`src/rtl/uart_frame_bist.sv`:
```
// UART loopback self-test: sends a burst of frames on tx_out_o and scores the frames returned on rx_in_i.
// Latency: rx_in_i crosses a 2-flop synchronizer; each received frame is scored one cycle after its first stop-bit sample.
// Backpressure: at most FIFO_DEPTH frames are in flight; TX holds the line idle while the expected-data FIFO is full.
//
// Ports:
//   clk_i, rst_i          UART clock, synchronous active-high reset
//   start_i               one-cycle run request, ignored while busy_o
//   par_en_i, par_typ_i   parity present / odd parity
//   stop2_i               two stop bits
//   prescale_i            clocks per bit, values below 4 run as 4
//   seed_i, frame_count_i first payload, number of frames
//   rx_in_i / tx_out_o    returned / generated serial lines, idle high
//   busy_o, done_o        run in progress, one-cycle end-of-run pulse
//   pass_cnt_o, err_cnt_o saturating good / bad-or-lost frame counts
//   last_err_o            expected payload of the most recent error
module uart_frame_bist #(
    parameter int DATA_WIDTH = 8,
    parameter int CNT_WIDTH  = 16,
    parameter int FIFO_DEPTH = 4,
    parameter int TIMEOUT    = 64
) (
    input  logic                  clk_i,
    input  logic                  rst_i,
    input  logic                  start_i,
    input  logic                  par_en_i,
    input  logic                  par_typ_i,
    input  logic                  stop2_i,
    input  logic [5:0]            prescale_i,
    input  logic [DATA_WIDTH-1:0] seed_i,
    input  logic [CNT_WIDTH-1:0]  frame_count_i,
    input  logic                  rx_in_i,
    output logic                  tx_out_o,
    output logic                  busy_o,
    output logic                  done_o,
    output logic [CNT_WIDTH-1:0]  pass_cnt_o,
    output logic [CNT_WIDTH-1:0]  err_cnt_o,
    output logic [DATA_WIDTH-1:0] last_err_o
);

    localparam int AW = $clog2(FIFO_DEPTH);
    localparam int BW = $clog2(DATA_WIDTH);
    localparam int TW = $clog2(TIMEOUT * 64 + 1);

    typedef enum logic [2:0] {TX_IDLE, TX_START, TX_DATA, TX_PAR, TX_STOP} tx_state_e;
    typedef enum logic [2:0] {RX_IDLE, RX_START, RX_DATA, RX_PAR, RX_STOP, RX_CHECK} rx_state_e;

    tx_state_e tx_state_q, tx_state_d;
    rx_state_e rx_state_q, rx_state_d;

    logic                  busy_q, done_q, par_en_q, par_typ_q, stop2_q;
    logic [5:0]            psc_q;
    logic [DATA_WIDTH-1:0] pay_q, last_q, tx_dat_q, rx_dat_q;
    logic [CNT_WIDTH-1:0]  left_q, pass_q, err_q;
    logic [5:0]            tx_cnt_q, rx_cnt_q;
    logic [BW-1:0]         tx_bit_q, rx_bit_q;
    logic                  rx_s1_q, rx_s2_q, rx_prev_q, rx_par_q, rx_stop_q, smp_a_q, smp_b_q;
    logic [DATA_WIDTH-1:0] fifo_q [2**AW];
    logic [AW-1:0]         wr_ptr_q, rd_ptr_q;
    logic [AW:0]           fcnt_q;
    logic [TW-1:0]         to_cnt_q;

    logic fifo_full, fifo_empty, push, pop, start_ok, run_end;
    logic tx_bit_end, tx_last_stop, tx_go, tx_par;
    logic rx_fall, rx_mid, rx_bit_end, maj, rx_good, chk, to_run, to_hit;
    logic pass_ev, err_ev, last_upd;
    logic [5:0]            half;
    logic [TW-1:0]         to_lim;
    logic [DATA_WIDTH-1:0] head;

    assign fifo_full  = fcnt_q == (AW+1)'(FIFO_DEPTH);
    assign fifo_empty = fcnt_q == '0;
    assign head       = fifo_q[rd_ptr_q];
    assign start_ok   = start_i && !busy_q;
    assign run_end    = busy_q && left_q == '0 && fifo_empty &&
                        tx_state_q == TX_IDLE && rx_state_q == RX_IDLE;

    // TX: a frame may start straight out of its predecessor's final stop cycle,
    // so a non-stalled burst is seamless on the wire.
    assign tx_bit_end   = tx_cnt_q == psc_q - 6'd1;
    assign tx_last_stop = tx_state_q == TX_STOP && tx_bit_end && (!stop2_q || tx_bit_q[0]);
    assign tx_go        = busy_q && left_q != '0 && !fifo_full &&
                          (tx_state_q == TX_IDLE || tx_last_stop);
    assign push         = tx_go;
    assign tx_par       = par_typ_q ? ~^tx_dat_q : ^tx_dat_q;

    // RX: 3-sample majority around mid-bit; the third sample completes the vote.
    assign half       = {1'b0, psc_q[5:1]};
    assign rx_fall    = busy_q && rx_prev_q && !rx_s2_q;
    assign rx_mid     = rx_cnt_q == half + 6'd1;
    assign rx_bit_end = rx_cnt_q == psc_q - 6'd1;
    assign maj        = (smp_a_q & smp_b_q) | (smp_a_q & rx_s2_q) | (smp_b_q & rx_s2_q);
    assign chk        = rx_state_q == RX_CHECK;
    assign rx_good    = rx_dat_q == head && rx_stop_q &&
                        (!par_en_q || rx_par_q == (par_typ_q ? ~^rx_dat_q : ^rx_dat_q));

    // Lost-frame timer: runs only while something is expected and RX is idle.
    assign to_lim   = TW'(TIMEOUT) * TW'(psc_q);
    assign to_run   = busy_q && !fifo_empty && rx_state_q == RX_IDLE;
    assign to_hit   = to_run && to_cnt_q == to_lim - 1'b1;
    assign pop      = (chk && !fifo_empty) || to_hit;
    assign pass_ev  = chk && !fifo_empty && rx_good;
    assign err_ev   = (chk && !pass_ev) || to_hit;
    assign last_upd = pop && !pass_ev;

    always_ff @(posedge clk_i) begin
        if (rst_i) begin
            tx_state_q <= TX_IDLE;
            rx_state_q <= RX_IDLE;
        end else begin
            tx_state_q <= tx_state_d;
            rx_state_q <= rx_state_d;
        end
    end

    always_comb begin
        tx_state_d = tx_state_q;
        case (tx_state_q)
            TX_IDLE:  if (tx_go) tx_state_d = TX_START;
            TX_START: if (tx_bit_end) tx_state_d = TX_DATA;
            TX_DATA:  if (tx_bit_end && tx_bit_q == BW'(DATA_WIDTH-1))
                          tx_state_d = par_en_q ? TX_PAR : TX_STOP;
            TX_PAR:   if (tx_bit_end) tx_state_d = TX_STOP;
            TX_STOP:  if (tx_last_stop) tx_state_d = tx_go ? TX_START : TX_IDLE;
            default:  tx_state_d = TX_IDLE;
        endcase
        rx_state_d = rx_state_q;
        case (rx_state_q)
            RX_IDLE:  if (rx_fall) rx_state_d = RX_START;
            RX_START: if (rx_mid && maj) rx_state_d = RX_IDLE;
                      else if (rx_bit_end) rx_state_d = RX_DATA;
            RX_DATA:  if (rx_bit_end && rx_bit_q == BW'(DATA_WIDTH-1))
                          rx_state_d = par_en_q ? RX_PAR : RX_STOP;
            RX_PAR:   if (rx_bit_end) rx_state_d = RX_STOP;
            RX_STOP:  if (rx_mid) rx_state_d = RX_CHECK;
            default:  rx_state_d = RX_IDLE;
        endcase
    end

    always_comb begin
        tx_out_o = 1'b1;
        case (tx_state_q)
            TX_START: tx_out_o = 1'b0;
            TX_DATA:  tx_out_o = tx_dat_q[tx_bit_q];
            TX_PAR:   tx_out_o = tx_par;
            default:  tx_out_o = 1'b1;
        endcase
    end

    always_ff @(posedge clk_i) begin
        if (push) fifo_q[wr_ptr_q] <= pay_q;
    end

    always_ff @(posedge clk_i) begin
        if (rst_i) begin
            busy_q <= 1'b0;   done_q <= 1'b0;    par_en_q <= 1'b0;  par_typ_q <= 1'b0;
            stop2_q <= 1'b0;  psc_q <= 6'd4;     pay_q <= '0;       left_q <= '0;
            pass_q <= '0;     err_q <= '0;       last_q <= '0;
            tx_cnt_q <= '0;   tx_bit_q <= '0;    tx_dat_q <= '0;
            rx_s1_q <= 1'b1;  rx_s2_q <= 1'b1;   rx_prev_q <= 1'b1;
            rx_cnt_q <= '0;   rx_bit_q <= '0;    rx_dat_q <= '0;
            rx_par_q <= 1'b0; rx_stop_q <= 1'b0; smp_a_q <= 1'b1;   smp_b_q <= 1'b1;
            wr_ptr_q <= '0;   rd_ptr_q <= '0;    fcnt_q <= '0;      to_cnt_q <= '0;
        end else begin
            done_q <= run_end;
            if (start_ok) begin
                busy_q    <= 1'b1;
                par_en_q  <= par_en_i;
                par_typ_q <= par_typ_i;
                stop2_q   <= stop2_i;
                psc_q     <= (prescale_i < 6'd4) ? 6'd4 : prescale_i;
                pay_q     <= seed_i;
                left_q    <= frame_count_i;
                pass_q    <= '0;
                err_q     <= '0;
                last_q    <= '0;
            end else begin
                if (run_end) busy_q <= 1'b0;
                if (pass_ev && pass_q != '1) pass_q <= pass_q + 1'b1;
                if (err_ev && err_q != '1) err_q <= err_q + 1'b1;
                if (last_upd) last_q <= head;
            end
            if (tx_go) begin
                pay_q    <= pay_q + 1'b1;
                left_q   <= left_q - 1'b1;
                tx_dat_q <= pay_q;
            end
            tx_cnt_q <= (tx_state_q == TX_IDLE || tx_bit_end) ? 6'd0 : tx_cnt_q + 6'd1;
            if (tx_state_d != tx_state_q) tx_bit_q <= '0;
            else if (tx_bit_end)          tx_bit_q <= tx_bit_q + 1'b1;

            rx_s1_q   <= rx_in_i;
            rx_s2_q   <= rx_s1_q;
            rx_prev_q <= rx_s2_q;
            if (rx_cnt_q == half - 6'd1) smp_a_q <= rx_s2_q;
            if (rx_cnt_q == half)        smp_b_q <= rx_s2_q;
            rx_cnt_q <= (rx_state_q == RX_IDLE || rx_state_d != rx_state_q || rx_bit_end) ?
                        6'd0 : rx_cnt_q + 6'd1;
            if (rx_state_d != rx_state_q)                rx_bit_q <= '0;
            else if (rx_state_q == RX_DATA && rx_bit_end) rx_bit_q <= rx_bit_q + 1'b1;
            if (rx_state_q == RX_DATA && rx_mid) rx_dat_q[rx_bit_q] <= maj;
            if (rx_state_q == RX_PAR && rx_mid)  rx_par_q <= maj;
            if (rx_state_q == RX_STOP && rx_mid) rx_stop_q <= maj;

            if (push) wr_ptr_q <= wr_ptr_q + 1'b1;
            if (pop)  rd_ptr_q <= rd_ptr_q + 1'b1;
            case ({push, pop})
                2'b10:   fcnt_q <= fcnt_q + 1'b1;
                2'b01:   fcnt_q <= fcnt_q - 1'b1;
                default: fcnt_q <= fcnt_q;
            endcase
            to_cnt_q <= (!to_run || to_hit) ? '0 : to_cnt_q + 1'b1;
        end
    end

    assign busy_o     = busy_q;
    assign done_o     = done_q;
    assign pass_cnt_o = pass_q;
    assign err_cnt_o  = err_q;
    assign last_err_o = last_q;

endmodule
```
`config.mk`:
```
export PLATFORM = sky130hd
export DESIGN_NAME = uart_frame_bist
export DESIGN_NICKNAME = d
export VERILOG_FILES = /design/src/rtl/uart_frame_bist.sv
export SDC_FILE = /design/constraint.sdc
export NUM_CORES = 1
export LEC_CHECK = 0
export CORE_ASPECT_RATIO = 2
export CORE_MARGIN = 5
export CORE_UTILIZATION = 44
export CTS_BUF_LIST = sky130_fd_sc_hd__clkbuf_8
export DETAILED_ROUTE_END_ITERATION = 6
export GPL_TIMING_DRIVEN = 0
export PLACE_DENSITY_LB_ADDON = 0.3
export SETUP_SLACK_MARGIN = 0.5
export SLEW_MARGIN = 20
export SYNTH_ARGS = -nofsm -noshare
export SYNTH_HDL_FRONTEND = slang
export SYNTH_SLANG_ARGS = --single-unit
```
`constraint.sdc`:
```
create_clock -name clk_i -period 5.24 [get_ports clk_i]
set_input_delay 1.31 -clock clk_i [delete_from_list [all_inputs] [get_ports clk_i]]
set_output_delay 1.31 -clock clk_i [all_outputs]
set_load 0.02 [all_outputs]
```
[Yosys cells after proc, flatten, opt, wreduce, memory -nomap -nowiden]
Memories as Yosys holds them, arrays and structs flattened. A register that Yosys moved wholly into a read port is not among the register bits.
Index checks and enable logic that the tools add are counted.
Word-level totals
  register bits: 142
  RAM bits: 32
  input bits: 37
  logic and storage cells: 184
  memories kept: 1
Operators by class
  add/sub/neg operators: 17
  magnitude comparators: 4
  equality and inequality tests: 26
  multiplexer cells: 35
  bitwise operators: 5
  reduce and logical (&&, ||, !) cells: 66
Memory list
  fifo_q: depth 4, bits a word 8, rd ports 1, clocked after Yosys merged registers in 1, wr ports 1, RTL line 57  | logic [DATA_WIDTH-1:0] fifo_q [2**AW];
Operators by type and width (count)
  $mux W3: 12
  $add A16 B1 Y16 const B: 2
  $mux W16: 2
  $ne A16 B16 Y1 const B: 2
  $logic_and A1 B1 Y1: 31
  $pmux W3 S5: 2
  $eq A6 B6 Y1: 4
  $eq A3 B3 Y1 const B: 6
  $logic_not A16 Y1: 1
  $mux W8: 2
  $reduce_bool A16 Y1: 1
  $reduce_xnor A8 Y1: 2
  $reduce_xor A8 Y1: 2
  $sub A16 B1 Y16 const B: 1
  $add A13 B1 Y13 const B: 1
  $eq A13 B13 Y1: 1
  $sub A12 B1 Y13 const B: 1
  $add A6 B1 Y6 const B: 2
  $eq A3 B2 Y1 const B: 4
  $reduce_or A2 Y1: 6
  $add A3 B1 Y3 const B: 3
  $logic_not A3 Y1: 3
  $logic_or A1 B1 Y1: 9
  $mux W1: 9
  27 further kinds: 44

[Logic depth before layout (Yosys ltp)]
Gate-level depths: netlist of the first run.
  depth after elaboration: 11
  gate-level depth with buffers: 18
  mapped depth without buffers: 14

[Worst setup path before layout of the first run]
Ideal clock, no wire load.
  path kind: reg-to-reg
  from: register psc_q[2]
  to: register fcnt_q[2]
  library setup time: 70 ps
  arrival time: 3805 ps
  required time: 5170 ps
  setup slack: 1365 ps
  stages on the path, launching flop included: 19
  buffers on the path: 4
  cells stage by stage: dfxtp_1 -> clkbuf_1 -> inv_1 -> ha_1 -> a21boi_1 -> xnor3_1 -> and4b_1 -> buf_2 -> a31oi_2 -> nor2_2 -> inv_2 -> buf_2 -> buf_4 -> ha_1 -> inv_1 -> fa_1 -> xor2_1 -> or3_1 -> a21oi_1
On the way
  cells in the longest elaborated chain, start to end: 8
  elaborated cells on any way between the ends: 14
RTL lines
  from (decl): RTL line 51  | logic [5:0] psc_q;
  from (signal assigned): RTL line 170  | psc_q <= (prescale_i < 6'd4) ? 6'd4 : prescale_i;
  branches (longest 8 deep; another with $sub A12 B1 Y13)
  to (signal assigned): RTL line 207  | 2'b10: fcnt_q <= fcnt_q + 1'b1;
  to (signal assigned): RTL line 208  | 2'b01: fcnt_q <= fcnt_q - 1'b1;
  to (signal assigned): RTL line 209  | default: fcnt_q <= fcnt_q;
  to (decl): RTL line 59  | logic [AW:0] fcnt_q;
Parallel ways; which one is timed is not known.
A chain may end at the register's enable or synchronous reset.

[Worst setup path in the final report of the first run]
Same ends and word-level chain as after synthesis.

==> impl_metrics.yaml, run 1 <==
place:
  hpwl_um: 18180
  gp_congestion: 0.9148
  place_area_um2: 10070
  io_buffers: 78
cells_and_area:
  regArea_um2: 3844
  nFillCells: 1868
  drive_gt1_share_pct: 7.456
  antenna_cells: 0
  multi_input_area_um2: 4791
  fin_nets: 1118
  areaGrowthSynthToFinish_pct: 17.37
  final_common_cell: "dfxtp_1"
  final_cell_mix: "dfxtp_1, nor2_1, nand2_1"
  final_area_um2: 10510
critical_path:
  worst-endpoint-required_ps: 5630
  crit_buf_inv: 6
  path_cells: "clkbuf_1, inv_1, ha_1, a21boi_2, and2_1, xnor3_1, a31oi_4, nor2_2, inv_2, buf_2, buf_4, ha_1, inv_1, fa_1, xor2_1, or3_1, a21oi_1"
  cp_slowest_cell: "a31oi_4"
  cp-end-kind: "flop"
  cpLargestDelayFamily: "buffers and inverters"
  critical_path_arrival_ps: 4840
  cp_max_fo: 10
  max_stage_delay_ps: 400
  start_kind: "flop"
  path_class: "flop to flop"
die:
  ioPinCount: 80
  rows: 74
  die_h_um: 211.7
  die_x_um: 110.9
  initial_core_util_pct: 44.15
  core_um2: 20280
  die_area_um2: 23470
pwr:
  combPwrFrac_pct: 12.8
  leakage_nw: 3.581
  pwr-share-seq_pct: 51.2
  p_switching_mw: 0.7970
  switching_share_pct: 27.90
  vdd_drop_max_mv: 0.2103
  p_per_area_nw_per_um2: 271.9
  p_int_mw: 2.060
  clkPwrFrac_pct: 36.0
sta:
  hold_viol: 0
  tightest_slew_ps: 1014
  fin_crit_ps: 4451
  max_slew_margin_pct: 31.91
  fin_tns_setup_ps: 0
  fin_crit_sh_pct: 84.94
  slew_violations: 0
  setup_violations: 0
  whs_ps: 414.9
  fmax_mhz: 224.7
  rsz0062_at_grt: "false"
  skew_ps: 16.63
routing:
  route.detailed.drc: 0
  drtPass1Iterations: 4
  wl_per_cell_um: 17.58
  wl_um: 23540
  vias: 7498
  final_antenna_net_count: 0
  drt-initial-drc-count: 364
  via_per_inst: 5.600
cts:
  clk_pin_slew_ps: 110
  cts_buffers: 17
  cts_buffer_depth: 2
  cts_setup_buffers: 0
  ctsHtreeMaxLevel: 4
  root_buffer: "clkbuf_8"
  cts.sinks: 176
  cts_tree: "done"
  clk_latency_ps: 480
synth:
  synth_nets: 1021
  synth-seq-cells: 176
  synth.distinct_cells: 82
  yosysWarnings: 0
  synth_edf_count: 32
  syn_area_per_cell_um2: 9.296
  ys_seq_area_share_pct: 42.94
  synth_cells: 963
  async_flop_share_pct: 0
  ys_dominant_reg_cell: "dfxtp_1"
  syn_area_um2: 8952
worst_hold_path:
  hold_path.class: "flop to flop"
global_routing:
  antenna_found_initial: 0
  grt_max_degree: 18
  grt.overflow.total: 0
  grt_pass1_vias: 7724
  global_route.usage.total_pct: 20.33
  grt_pass1_wl_um: 38230
flow_run:
  maxCapViolations: 0
status:
  outcome: "completed"
## through the flow
| step | power [mW] | util, % | setup slack, ps | std cells |
|---|---|---|---|---|
| floorplan | 1.729 | - | 1365 | 963 |
| global placement | 1.850 | 49.64 | 611.3 | 1307 |
| detailed placement | 1.858 | 49.64 | 526.3 | 1307 |
| CTS | 2.883 | 51.80 | 626.4 | 1339 |
| global route | 2.981 | 51.82 | 530.8 | 1339 |
| finish | 2.857 | 51.82 | 789.1 | 1339 |
## cells by family (layout without fill, tap and decap cells)
logic type,count (synthesis),count (layout),synth area share [%]
muxes,35,35,5.311
DFF,176,176,42.93
and+or+nand+nor,394,394,22.60
adders and majority gates,22,22,3.131
AOI/OAI and AO/OA,175,175,12.66
buffers and inverters,79,189,3.690
xor gates and xnor gates,82,82,9.672
## final cells by class
type	count	area share, %
plain buffers	56	2.322
clock buffers	17	2.227
clock inverters	15	1.858
inverters	23	0.8216
multi-input cells	708	45.59
flip-flops and latches	176	36.58
well taps	266	3.167
repair buffers	78	7.430
## per-layer routing
metal,track usage (%),vias to the layer above,part of all wire [%]
met5,0,-,0
met4,11.69,0,4.9
met3,2.889,80,2.6
met2,41.46,167,58
met1,18.58,3568,35
li1,-,3683,-
## power by group through the flow
stage               sequential (mW)  combinational, mW  clock (mW)
detailed placement             1.49              0.364           0
floorplan                      1.48              0.251           0
finish                         1.46              0.365        1.03
global route                   1.47              0.404        1.11
CTS                            1.46              0.365        1.06
global placement               1.49              0.358           0
## final timing paths
check,from,slack (ps),depth (start not counted),endpoint
hold / removal,rx_s1_q$_SDFF_PP1_,410,1,rx_s2_q$_SDFF_PP1_
setup reg to reg,psc_q[2]$_SDFFE_PP1P_,790,17,fcnt_q[2]$_SDFFE_PP0P_
hold reg to reg,rx_s1_q$_SDFF_PP1_,410,1,rx_s2_q$_SDFF_PP1_
setup / recovery,psc_q[2]$_SDFFE_PP1P_,790,17,fcnt_q[2]$_SDFFE_PP0P_
## cell usage after synthesis, drive strengths merged, types with 3 or more instances
cell	count	area [µm²]
a21boi	3	22.52
a21oi	68	340.3
a22oi	6	45.04
a31oi	11	75.07
a32oi	5	43.79
and2	4	25.02
and3	25	156.4
buf	15	90.08
clkbuf	41	153.9
dfxtp	144	2883
edfxtp	32	960.9
ha	20	250.2
inv	22	82.58
mux2i	25	250.2
mux4	10	225.2
nand2	84	315.3
nand2b	10	62.56
nand3	53	270.3
nand3b	4	30.03
nand4	14	87.58
nor2	95	359.1
nor2b	6	37.54
nor3	29	150.1
nor3b	7	57.55
nor4	14	108.9
o211a	3	30.03
o211ai	5	37.54
o21a	3	22.52
o21ai	22	110.1
o311ai	7	61.31
o31ai	16	120.1
or2	7	43.79
or3	15	93.84
or4	20	161.4
xnor2	47	434.2
xnor3	8	180.2
xor2	26	227.7
## registers in the layout (all words and copies together), names as in the netlist, 2 cells and up, named ones only
signal,count
fifo_q,32
wr_ptr_q,2
rd_ptr_q,2
left_q,16
rx_bit_q,3
tx_dat_q,8
last_err_o,8
tx_bit_q,3
rx_cnt_q,6
rx_dat_q,8
tx_state_q,3
pay_q,8
rx_state_q,3
pass_cnt_o,16
err_cnt_o,16
psc_q,6
fcnt_q,3
to_cnt_q,13
tx_cnt_q,6
## timing repair
item	CTS	global route
setup endpoints to repair	1	1
gates cloned	0	0
resized for setup	1	1
hold endpoints to repair	0	0
hold buffers	0	0
Power figures use the tool's default switching activity.
==> run 2: changes to the inputs <==
- clock period: 5.24 -> 4.7 ns (I/O delays scaled with it)
==> run 2 against run 1 <==
Design area increased by 0.58%; clock skew fell by 0.81 ps; setup slack got worse by 91 ps; count of clock-buffer cells in the layout unchanged; combinational power up 14%; first-iteration DRC count fell by 0.82%; critical path depth up 1; via count is 0.49% higher; clock power up 12%; wire length about the same; sequential share of layout area is 0.21 points lower; critical endpoint unchanged; largest power group unchanged.
==> impl_metrics.yaml, run 2 (synthesized netlist as in run 1, its figures left out) <==
status:
  outcome: "completed"
worst_hold_path:
  holdCritStartpoint: "rx_s1_q$_SDFF_PP1_"
  hold_depth: 1
  hold_path.class: "flop to flop"
die:
  die_x_um: 110.9
  initial_core_util_pct: 44.15
  core_um2: 20280
  ioPinCount: 80
  rows: 74
  die_h_um: 211.7
  die_area_um2: 23470
routing:
  route.detailed.drc: 0
  via_per_inst: 5.615
  drt-initial-drc-count: 361
  drtPass1Iterations: 4
  wl_um: 23570
  vias: 7535
  final_antenna_net_count: 0
  wl_per_cell_um: 17.56
critical_path:
  cp-end-kind: "flop"
  worst-endpoint-required_ps: 5090
  rr_startpoint: "psc_q[2]$_SDFFE_PP1P_"
  max_stage_delay_ps: 380
  start_kind: "flop"
  cp_slowest_cell: "fa_1"
  startpoint: "psc_q[2]$_SDFFE_PP1P_"
  path_cells: "clkbuf_2, inv_1, ha_1, a21boi_4, xnor3_1, and4b_1, buf_2, a31oi_4, nor2_2, inv_2, clkbuf_4, buf_4, ha_1, inv_1, fa_1, xor2_1, or3_1, a21oi_1"
  cp_max_fo: 10
  r2r_slack_ps: 700
  r2r_cells: 18
  path_class: "flop to flop"
  critical_path_arrival_ps: 4390
cells_and_area:
  areaGrowthSynthToFinish_pct: 18.06
  largest-register: "fifo_q"
  nFillCells: 1854
  multi_input_area_um2: 4825
  final_common_cell: "dfxtp_1"
  fin_nets: 1121
  drive_gt1_share_pct: 8.178
  largest_reg_flops: 32
  final_core_util_pct: 52.12
  final_cell_mix: "dfxtp_1, nor2_1, nand2_1"
  regArea_um2: 3844
  antenna_cells: 0
cts:
  root_buffer: "clkbuf_8"
  clk_latency_ps: 470
  cts.sinks: 176
  hold_buffers: 0
  ctsHtreeMaxLevel: 4
  clk_pin_slew_ps: 110
  cts_buffers: 17
  cts_buffer_depth: 2
  cts_tree: "done"
sta:
  fmax_mhz: 249.9
  rsz0062_at_grt: "false"
  fin_tns_setup_ps: 0
  slew_violations: 0
  fin_crit_ps: 4002
  skew_ps: 15.81
  fin_crit_sh_pct: 85.15
  tightest_slew_ps: 987.5
  max_slew_margin_pct: 33.47
  setup_violations: 0
  hold_viol: 0
place:
  io_buffers: 78
  gp_congestion: 0.9148
  hpwl_um: 18180
global_routing:
  grt_max_degree: 18
  grt_pass1_vias: 7736
  global_route.usage.total_pct: 20.32
  grt.overflow.total: 0
  grt_pass1_wl_um: 38210
  antenna_found_initial: 0
pwr:
  vdd_drop_max_mv: 0.2348
  p_per_area_nw_per_um2: 302.1
  leakage_nw: 3.615
flow_run:
  maxCapViolations: 0
-- run 2: where the power goes --
part	total, mW	switching, mW	internal [mW]
Clock	1.15	0.602	0.544
Combinational	0.415	0.241	0.175
Sequential	1.63	0.0483	1.58
-- run 2: worst max-delay path, delay by kind of cell (launching register included) --
kind	cells	cell delay [ps]
flops	1	330
xor+xnor	2	390
simple gates	3	600
compound gates	3	610
fa+ha+maj	3	840
buf+inv	7	1140
-- run 2: final timing paths --
check | endpoint
max | fcnt_q[2]$_SDFFE_PP0P_
min | rx_s2_q$_SDFF_PP1_
max reg2reg | fcnt_q[2]$_SDFFE_PP0P_
min reg2reg | rx_s2_q$_SDFF_PP1_
-- run 2: metal layers --
metal	share of wire, %	global-route usage [%]	vias up
li1	-	-	3692
met1	34	18.49	3583
met2	58	41.30	182
met3	2.9	2.889	78
met4	5.1	12.16	0
met5	0	0	-
-- run 2: layout make-up --
class / count / area share (%)
plain buffers: 56 / 2.356
repair buffers: 81 / 7.600
well taps: 266 / 3.149
clock buffers: 17 / 2.214
clock inverters: 15 / 1.847
multi-input cells: 708 / 45.65
flip-flops and latches: 176 / 36.37
inverters: 23 / 0.8169
-- run 2: per-stage QoR --
step	instance area (µm²)	instances	hold slack [ps]	total power [mW]	setup slack, ps
after global routing	10570	1342	433.8	3.332	517.0
after floorplan	8952	963	389.5	1.928	824.9
final	10570	1342	414.0	3.193	697.9
after global placement	10070	1307	395.6	2.062	71.26
after detailed placement	10070	1307	393.8	2.071	-13.73
after CTS	10520	1340	415.4	3.217	523.8
-- run 2: repair_timing --
action                     CTS  global route
gates resized for setup      4             8
pin swaps                    1             0
setup endpoints to repair    2             2
setup buffers                1             2
==> run 3: changes to the inputs <==
- CAP_MARGIN: not set -> 0
==> results of run 3 <==
Final layout, timing and power as in run 2 (identical DEF).
